File: src/rtl/mm_pkg.sv
// Shared definitions for the matrix-multiply array and its result drain.
// Both ends derive the sum width from here so they always agree on it.
package mm_pkg;

    typedef enum logic {
        IDLE   = 1'b0,
        STREAM = 1'b1
    } drain_state_e;

    function automatic int c_width(input int data_width, input int n);
        return 2 * data_width + $clog2(n);
    endfunction

endpackage

File: src/rtl/mm_drain_buffer.sv
// Snapshot register file for N*N sums. It loads all sums in parallel and
// presents one row (or one column when TRANSPOSE is set) of N sums, selected by idx.
module mm_drain_buffer
    import mm_pkg::*;
#(
    parameter int N            = 4,
    parameter int C_DATA_WIDTH = 18,
    parameter int TRANSPOSE    = 0,
    parameter int IDX_W        = 2
) (
    input  logic                            clk,
    input  logic                            reset_ni,
    input  logic                            load,
    input  logic [N*N*C_DATA_WIDTH-1:0]     sums,
    input  logic [IDX_W-1:0]                idx,
    output logic [N*C_DATA_WIDTH-1:0]       beat
);

    localparam int AW = ($clog2(N * N) > 0) ? $clog2(N * N) : 1;

    logic [C_DATA_WIDTH-1:0] mem_r [N*N];

    for (genvar g = 0; g < N * N; g++) begin : g_cell
        // Each cell clears on reset and captures its sum on a load.
        always_ff @(posedge clk) begin
            if (!reset_ni) begin
                mem_r[g] <= '0;
            end else if (load) begin
                mem_r[g] <= sums[g*C_DATA_WIDTH +: C_DATA_WIDTH];
            end
        end
    end

    for (genvar g = 0; g < N; g++) begin : g_lane
        logic [AW-1:0] addr_s;
        // Lane g reads column g of the selected row, or row g of the selected column.
        if (TRANSPOSE != 0) begin : g_col
            assign addr_s = AW'(g * N) + AW'(idx);
        end else begin : g_row
            assign addr_s = AW'(idx) * AW'(N) + AW'(g);
        end
        assign beat[g*C_DATA_WIDTH +: C_DATA_WIDTH] = mem_r[addr_s];
    end

endmodule

File: src/rtl/mm_result_drain.sv
// Result drain for the sum-stationary array: snapshots all sums in one cycle,
// pulses a clear back into the array, then streams N beats under valid/ready.
module mm_result_drain
    import mm_pkg::*;
#(
    parameter int  DATA_WIDTH   = 8,
    parameter int  N            = 4,
    parameter int  C_DATA_WIDTH = c_width(DATA_WIDTH, N),
    parameter int  TRANSPOSE    = 0,
    localparam int IDX_W        = (N > 1) ? $clog2(N) : 1
) (
    input  logic                         clk,
    input  logic                         reset_ni,
    input  logic                         array_valid_i,
    input  logic [N*N*C_DATA_WIDTH-1:0]  array_c_i,
    output logic                         array_clear_o,
    output logic [N*C_DATA_WIDTH-1:0]    beat_o,
    output logic                         beat_valid_o,
    input  logic                         beat_ready_i,
    output logic [IDX_W-1:0]             beat_idx_o,
    output logic                         beat_last_o,
    output logic                         busy_o
);

    localparam logic [0:0]       ST_IDLE   = IDLE;
    localparam logic [0:0]       ST_STREAM = STREAM;
    localparam logic [IDX_W-1:0] LAST_IDX  = IDX_W'(N - 1);

    logic [0:0]       state_r;
    logic [IDX_W-1:0] idx_r;
    logic             clear_r;
    logic             load_s;

    // The array keeps valid_o high until cleared, so only sample it when idle
    // and not in the cycle the clear is still travelling back to it.
    assign load_s = (state_r == ST_IDLE) && array_valid_i && !clear_r;

    // Drain FSM, beat counter and clear pulse.
    always_ff @(posedge clk) begin
        if (!reset_ni) begin
            state_r <= ST_IDLE;
            idx_r   <= '0;
            clear_r <= 1'b0;
        end else begin
            clear_r <= load_s;
            case (state_r)
                ST_IDLE: begin
                    if (load_s) begin
                        state_r <= ST_STREAM;
                        idx_r   <= '0;
                    end
                end
                ST_STREAM: begin
                    if (beat_ready_i) begin
                        if (idx_r == LAST_IDX) begin
                            state_r <= ST_IDLE;
                            idx_r   <= '0;
                        end else begin
                            idx_r <= idx_r + IDX_W'(1);
                        end
                    end
                end
                default: begin
                    state_r <= ST_IDLE;
                    idx_r   <= '0;
                end
            endcase
        end
    end

    mm_drain_buffer #(
        .N            (N),
        .C_DATA_WIDTH (C_DATA_WIDTH),
        .TRANSPOSE    (TRANSPOSE),
        .IDX_W        (IDX_W)
    ) u_buffer (
        .clk      (clk),
        .reset_ni (reset_ni),
        .load     (load_s),
        .sums     (array_c_i),
        .idx      (idx_r),
        .beat     (beat_o)
    );

    assign array_clear_o = clear_r;
    assign beat_valid_o  = (state_r == ST_STREAM);
    assign busy_o        = (state_r == ST_STREAM);
    assign beat_idx_o    = idx_r;
    assign beat_last_o   = (state_r == ST_STREAM) && (idx_r == LAST_IDX);

endmodule

File: config.mk
export PLATFORM = sky130hd
export DESIGN_NAME = mm_result_drain
export DESIGN_NICKNAME = d
export VERILOG_FILES = /design/src/rtl/mm_pkg.sv /design/src/rtl/mm_drain_buffer.sv /design/src/rtl/mm_result_drain.sv
export SDC_FILE = /design/constraint.sdc
export NUM_CORES = 1
export LEC_CHECK = 0
export ABC_AREA = 1
export CORE_MARGIN = 10
export CORE_UTILIZATION = 37
export DETAILED_ROUTE_END_ITERATION = 7
export GPL_ROUTABILITY_DRIVEN = 0
export PLACE_DENSITY = 0.66
export REMOVE_ABC_BUFFERS = 1
export SETUP_SLACK_MARGIN = 0.02
export SLEW_MARGIN = 5
export SYNTH_ARGS = -nofsm -noshare
export SYNTH_HDL_FRONTEND = slang
export SYNTH_HIERARCHICAL = 1
export SYNTH_SLANG_ARGS = --single-unit
File: constraint.sdc
create_clock -name clk -period 10.8 [get_ports clk]
set_input_delay 1.08 -clock clk [delete_from_list [all_inputs] [get_ports clk]]
set_output_delay 1.08 -clock clk [all_outputs]
set_load 0.01 [all_outputs]
Word level (Yosys, flattened, before mapping)
Memories as Yosys holds them, arrays and structs flattened. A register that Yosys moved wholly into a read port is not among the register bits.
Index checks and enable logic that the tools add are counted.
{ "totals": {"inputBits": 292, "n_memories": 1, "out_inout_bits": 78, "ramBits": 288, "word_cells": 62, "regBits": 4} }
{ "memory_table": {"columns": ["memory", "depth", "width", "read_ports", "rd_ports_with_merged_regs", "wr", "line", "text"], "rows": [
  ["u_buffer.mem_r", 16, 18, 4, 1, 16, "mm_drain_buffer.sv:21", "logic [C_DATA_WIDTH-1:0] mem_r [N*N];"]
]} }
{ "op_classes": {"eq_ne": 3, "bitwise": 17, "muxes": 29, "reduce_logical": 5, "addsub": 4} }
{ "ops": {"columns": ["op", "n"], "rows": [
  ["$mux W18", 16],
  ["$or A1 B1 Y1", 16],
  ["$add A4 B2 Y4 const B", 2],
  ["$mux W4", 2],
  ["$mux W1", 6],
  ["$mux W2", 3],
  ["$add A4 B1 Y4 const B", 1],
  ["$ne A2 B2 Y1 const B", 2],
  ["$pmux W2 S2", 1],
  ["$logic_and A1 B1 Y1", 3],
  ["$add A2 B1 Y2 const B", 1],
  ["$eq A2 B2 Y1 const B", 1],
  ["$pmux W1 S2", 1],
  ["$reduce_and A2 Y1", 1],
  ["$logic_not A1 Y1", 1],
  ["$not A1 Y1", 1]
]} }

Longest topological paths before layout
{ "depth": {"depth_word": 7, "ltp_mapped": 7, "mapped_depth_nobuf": 5} }

Modules after synthesis
Netlist, hierarchy kept.
{ "by_module_without_submodules": {"columns": ["mod", "cells_each", "area_each_um2", "n_inst", "seq_area_each_um2"], "rows": [
  ["mm_drain_buffer", 1738, 14396.3, 1, 8648.3],
  ["mm_result_drain", 26, 190.2, 1, 80.1]
]} }

Worst setup path before layout
Ideal clock, no wire load.
{ "synth_path": {"path_type": "input to register", "startpoint": "input port array_valid_i", "endpoint": "memory u_buffer.mem_r[0][0], enable pin", "path_slack_ns": 2.757, "t_arrival_ns": 5.889, "stages": 4, "path_buffers": 0, "t_required_ns": 8.646, "setup_ns": 2.154, "cell_sequence": "nand3_2 > inv_1 > inv_1 > nand2_1"} }
{ "synth_rtl": {"columns": ["item", "line", "text"], "rows": [
  ["from (decl)", "mm_result_drain.sv:14", "input logic array_valid_i,"],
  ["to (decl)", "mm_drain_buffer.sv:21", null]
]} }

Worst setup path after layout
{ "layout_path": {"startpoint": "register idx_r[0] (netlist: beat_idx_o[0])", "endpoint": "output port beat_o[71]"} }
{ "layout_between": {"elab_chain_cells": 2} }
{ "layout_lines": {"columns": ["item", "line", "text"], "rows": [
  ["from (decl)", "mm_result_drain.sv:30", "logic [IDX_W-1:0] idx_r;"],
  ["from (signal assigned)", "mm_result_drain.sv:59", "idx_r <= idx_r + IDX_W'(1);"],
  ["$add A4 B2 Y4", "mm_drain_buffer.sv:40", "assign addr_s = AW'(idx) * AW'(N) + AW'(g);"],
  ["$mem_v2 Z16 W18", null, null],
  ["to (decl)", "mm_result_drain.sv:17", "output logic [N*C_DATA_WIDTH-1:0] beat_o,"]
]} }
Every way passes these cells.

==> results.toml <==
[logic_synthesis]
synth_cells = 1764
synth_ff_type = "edfxtp_1"
synth_area_sq_mm = 0.01459
postSynthAreaPerCell_sq_um = 8.269
synthTopCellsByCount = "inv_1, nand2_1, nor2_1"
synth-seq-cells = 292
synth_cell_type_count = 17
synth_edf_count = 288
post-synth-top-count-cell = "inv_1"
synth_area_leaders = "edfxtp_1, inv_1, nand2_1, nor2_1, nand3_1"
synth_top_area_share_pct = 59.29
ys_seq_area_share_pct = 59.84
synth_largest_area_cell = "edfxtp_1"
yosysWarnings = 6
synth-async-reset-ratio_pct = 0

[cts]
clockRootBuffer = "clkbuf_16"
post_cts_buffers = 0
cts_tree = "yes"
htreeDepth = 2
hold_buffers = 0
cts_resized = 0
clk_latency_ps = 510
cts.reportedPaths.clkPinSlew_ps = 60
cts_max_path_buffers = 3
numCtsBuffers = 34
cts_sinks = 292

[timing]
finClkSkew_ps = 15.44
worst_slew_pin_slew_ps = 1122
tns_ps = 0
hold_viol_final = 0
rsz0062_at_grt = "no"
period_minus_slack_ps = 4494
fmax_ghz = 0.2225
relSlewSlack_pct = 25.20
finalCritPeriodShare_pct = 41.61
setup_viol = 0
slew_viol_final = 0

[power_and_ir_drop]
p_int_mw = 2.272
netSwitchingFraction_pct = 23.61
power_density_mw_per_mm2 = 150.8
cellLeakagePower_nw = 9.738
p_comb_share_pct = 15.4
clock_power_share_pct = 37.9
p_switching_mw = 0.7019
peakVddDrop_mv = 0.1025
p_seq_share_pct = 46.7

[global_route]
top_usage_layer = "met2"
grt_pass1_wl_mm = 60.06
antenna_found_initial = 7
grt_pass1_vias = 11501
grt_use_met1_pct = 19.28
grt_usage_pct = 15.63
overflow = 0
grt_max_degree = 142
grtUsageMet3_pct = 4.558
met2_usage_pct = 25.98

[placement]
place_hpwl_mm = 26.03
portBuffers = 369

[route]
wl_mm = 38.65
routed_via_density = 4.325
wl_per_cell_um = 14.61
postRouteAntennaNets = 0
first_pass_iters = 5
drt_iter0_markers = 762
drc = 0
num_vias = 11440

[die]
die-area_sq_mm = 0.04776
die_h_um = 218.6
die_w_um = 218.6
ioPinCount = 370
start_util_pct = 37.57
core_area_sq_mm = 0.03883
rows = 72

[cells_and_area]
seqCellArea_sq_mm = 0.008736
fin_util_pct = 50.78
multi_input_area_sq_mm = 0.003256
nNetsFinal = 2393
nFillCells = 3556
area_delta_synth_final_pct = 35.17
drive_gt1_share_pct = 2.970

[min_path]
hold_path.class = "reg2reg"

[critical_path]
critPathCaptureType = "output pin"
cpPeakStageDelay_ps = 750
crit_arrival_ps = 3410
reg2reg_depth = 7
critPathLaunch = "beat_idx_o[0]"
reg2reg_to = "u_buffer/mem_r[2][6]"
reg2reg_from = "beat_valid_o"
worstSetupEndpoint = "beat_o[71]"
crit_required_ps = 9720
r2r_slack_ps = 7740
worstSetupPathType = "reg2out"
path_max_fanout = 77
cpMaxStageDelayCell = "buf_4"
cp_cell_sequence = "inv_4 > buf_4 > nand2_1 > nand3_1 > nand2_1 > clkdlybuf4s50_1"
cpMostUsedCell = "nand2_1"
cp-start-kind = "flip-flop"

[flow_run]
max-cap-violations = 0

[status]
status = "finished, final reports clean"
cell type report:
type	instances	share of cell area (%)
Clock buffer	41	4.772
Sequential cell	292	44.31
Clock inverter	16	0.7488
Multi-Input combinational cell	809	16.51
Antenna cell	6	0.07615
Timing Repair Buffer	378	19.14
Tap cell	518	3.287
Inverter	585	11.16
through the flow:
stage                     setup WS [ps]  cells  instance area [sq um]  hold WS, ps  power (mW)
final                              6306   2645                  19720        565.4       2.974
after global routing               5996   2644                  19710        588.3       3.120
after CTS                          6171   2639                  19700        569.0       3.017
after detailed placement           6741   2582                  18610        561.0       1.875
after global placement             6779   2582                  18610        544.8       1.866
after floorplan                    2757   1686                  14170        572.1       1.660
metal layers:
| metal | wire length (um) | part of all wire, % |
|---|---|---|
| met1 | 16130 | 42 |
| met2 | 18620 | 48 |
| met3 | 3121 | 8.1 |
| met4 | 775 | 2.0 |
| met5 | 12 | 0.031 |
cells in the final DEF (no fill, tap or decap), types with 2 or more instances in the layout:
master | synthesis | routed
a21oi_1 | 3 | 3
clkdlybuf4s50_1 | 0 | 369
clkinv_1 | 0 | 6
nand3_1 | 145 | 145
clkbuf_16 | 0 | 37
dfxtp_1 | 4 | 2
edfxtp_1 | 288 | 288
clkinv_2 | 0 | 8
nor2_1 | 289 | 289
clkbuf_1 | 12 | 4
bufinv_16 | 0 | 3
diode_2 | 0 | 6
nand2_1 | 368 | 366
dfxtp_4 | 0 | 2
buf_4 | 15 | 8
inv_1 | 583 | 583
nand2_4 | 0 | 2
logic make-up (layout without fill, tap and decap cells):
group                      count (synthesis)  count (layout)  synth area share (%)
AOI/OAI and AO/OA                          4               4                0.1372
adders and majority gates                  1               1               0.08576
buffers and inverters                    663            1020                 17.94
DFF                                      292             292                 59.84
other                                      0               6                     0
and+or+nand+nor                          804             804                 21.99
power by group through the flow:
stage	Clock, mW	Combinational (mW)	Sequential, mW
5_1_grt	1.21	0.512	1.40
3_3_place_gp	0	0.456	1.41
6_report	1.13	0.457	1.39
4_1_cts	1.16	0.465	1.39
3_5_place_dp	0	0.462	1.41
2_1_floorplan	0	0.227	1.43
flip-flops by register name, summed over array words and instances, names as in the netlist:
signal          cells
array_clear_o       1
beat_idx_o          2
beat_valid_o        1
u_buffer/mem_r    288
worst min-delay path by stage:
stage                             from           end  slack [ps]  depth (start not counted)
after CTS                 beat_valid_o  beat_valid_o         570                          2
after global routing      beat_valid_o  beat_valid_o         590                          2
after global placement    beat_valid_o  beat_valid_o         540                          2
after floorplan           beat_valid_o  beat_valid_o         570                          2
final                     beat_valid_o  beat_valid_o         570                          2
after detailed placement  beat_valid_o  beat_valid_o         560                          2
worst max-delay path: cells and delay by family, from the launching register on:
| kind | cells | cell delay, ps |
|---|---|---|
| flops | 1 | 540 |
| simple gates | 3 | 360 |
| buf+inv | 3 | 1880 |
Power figures use the tool's default switching activity.
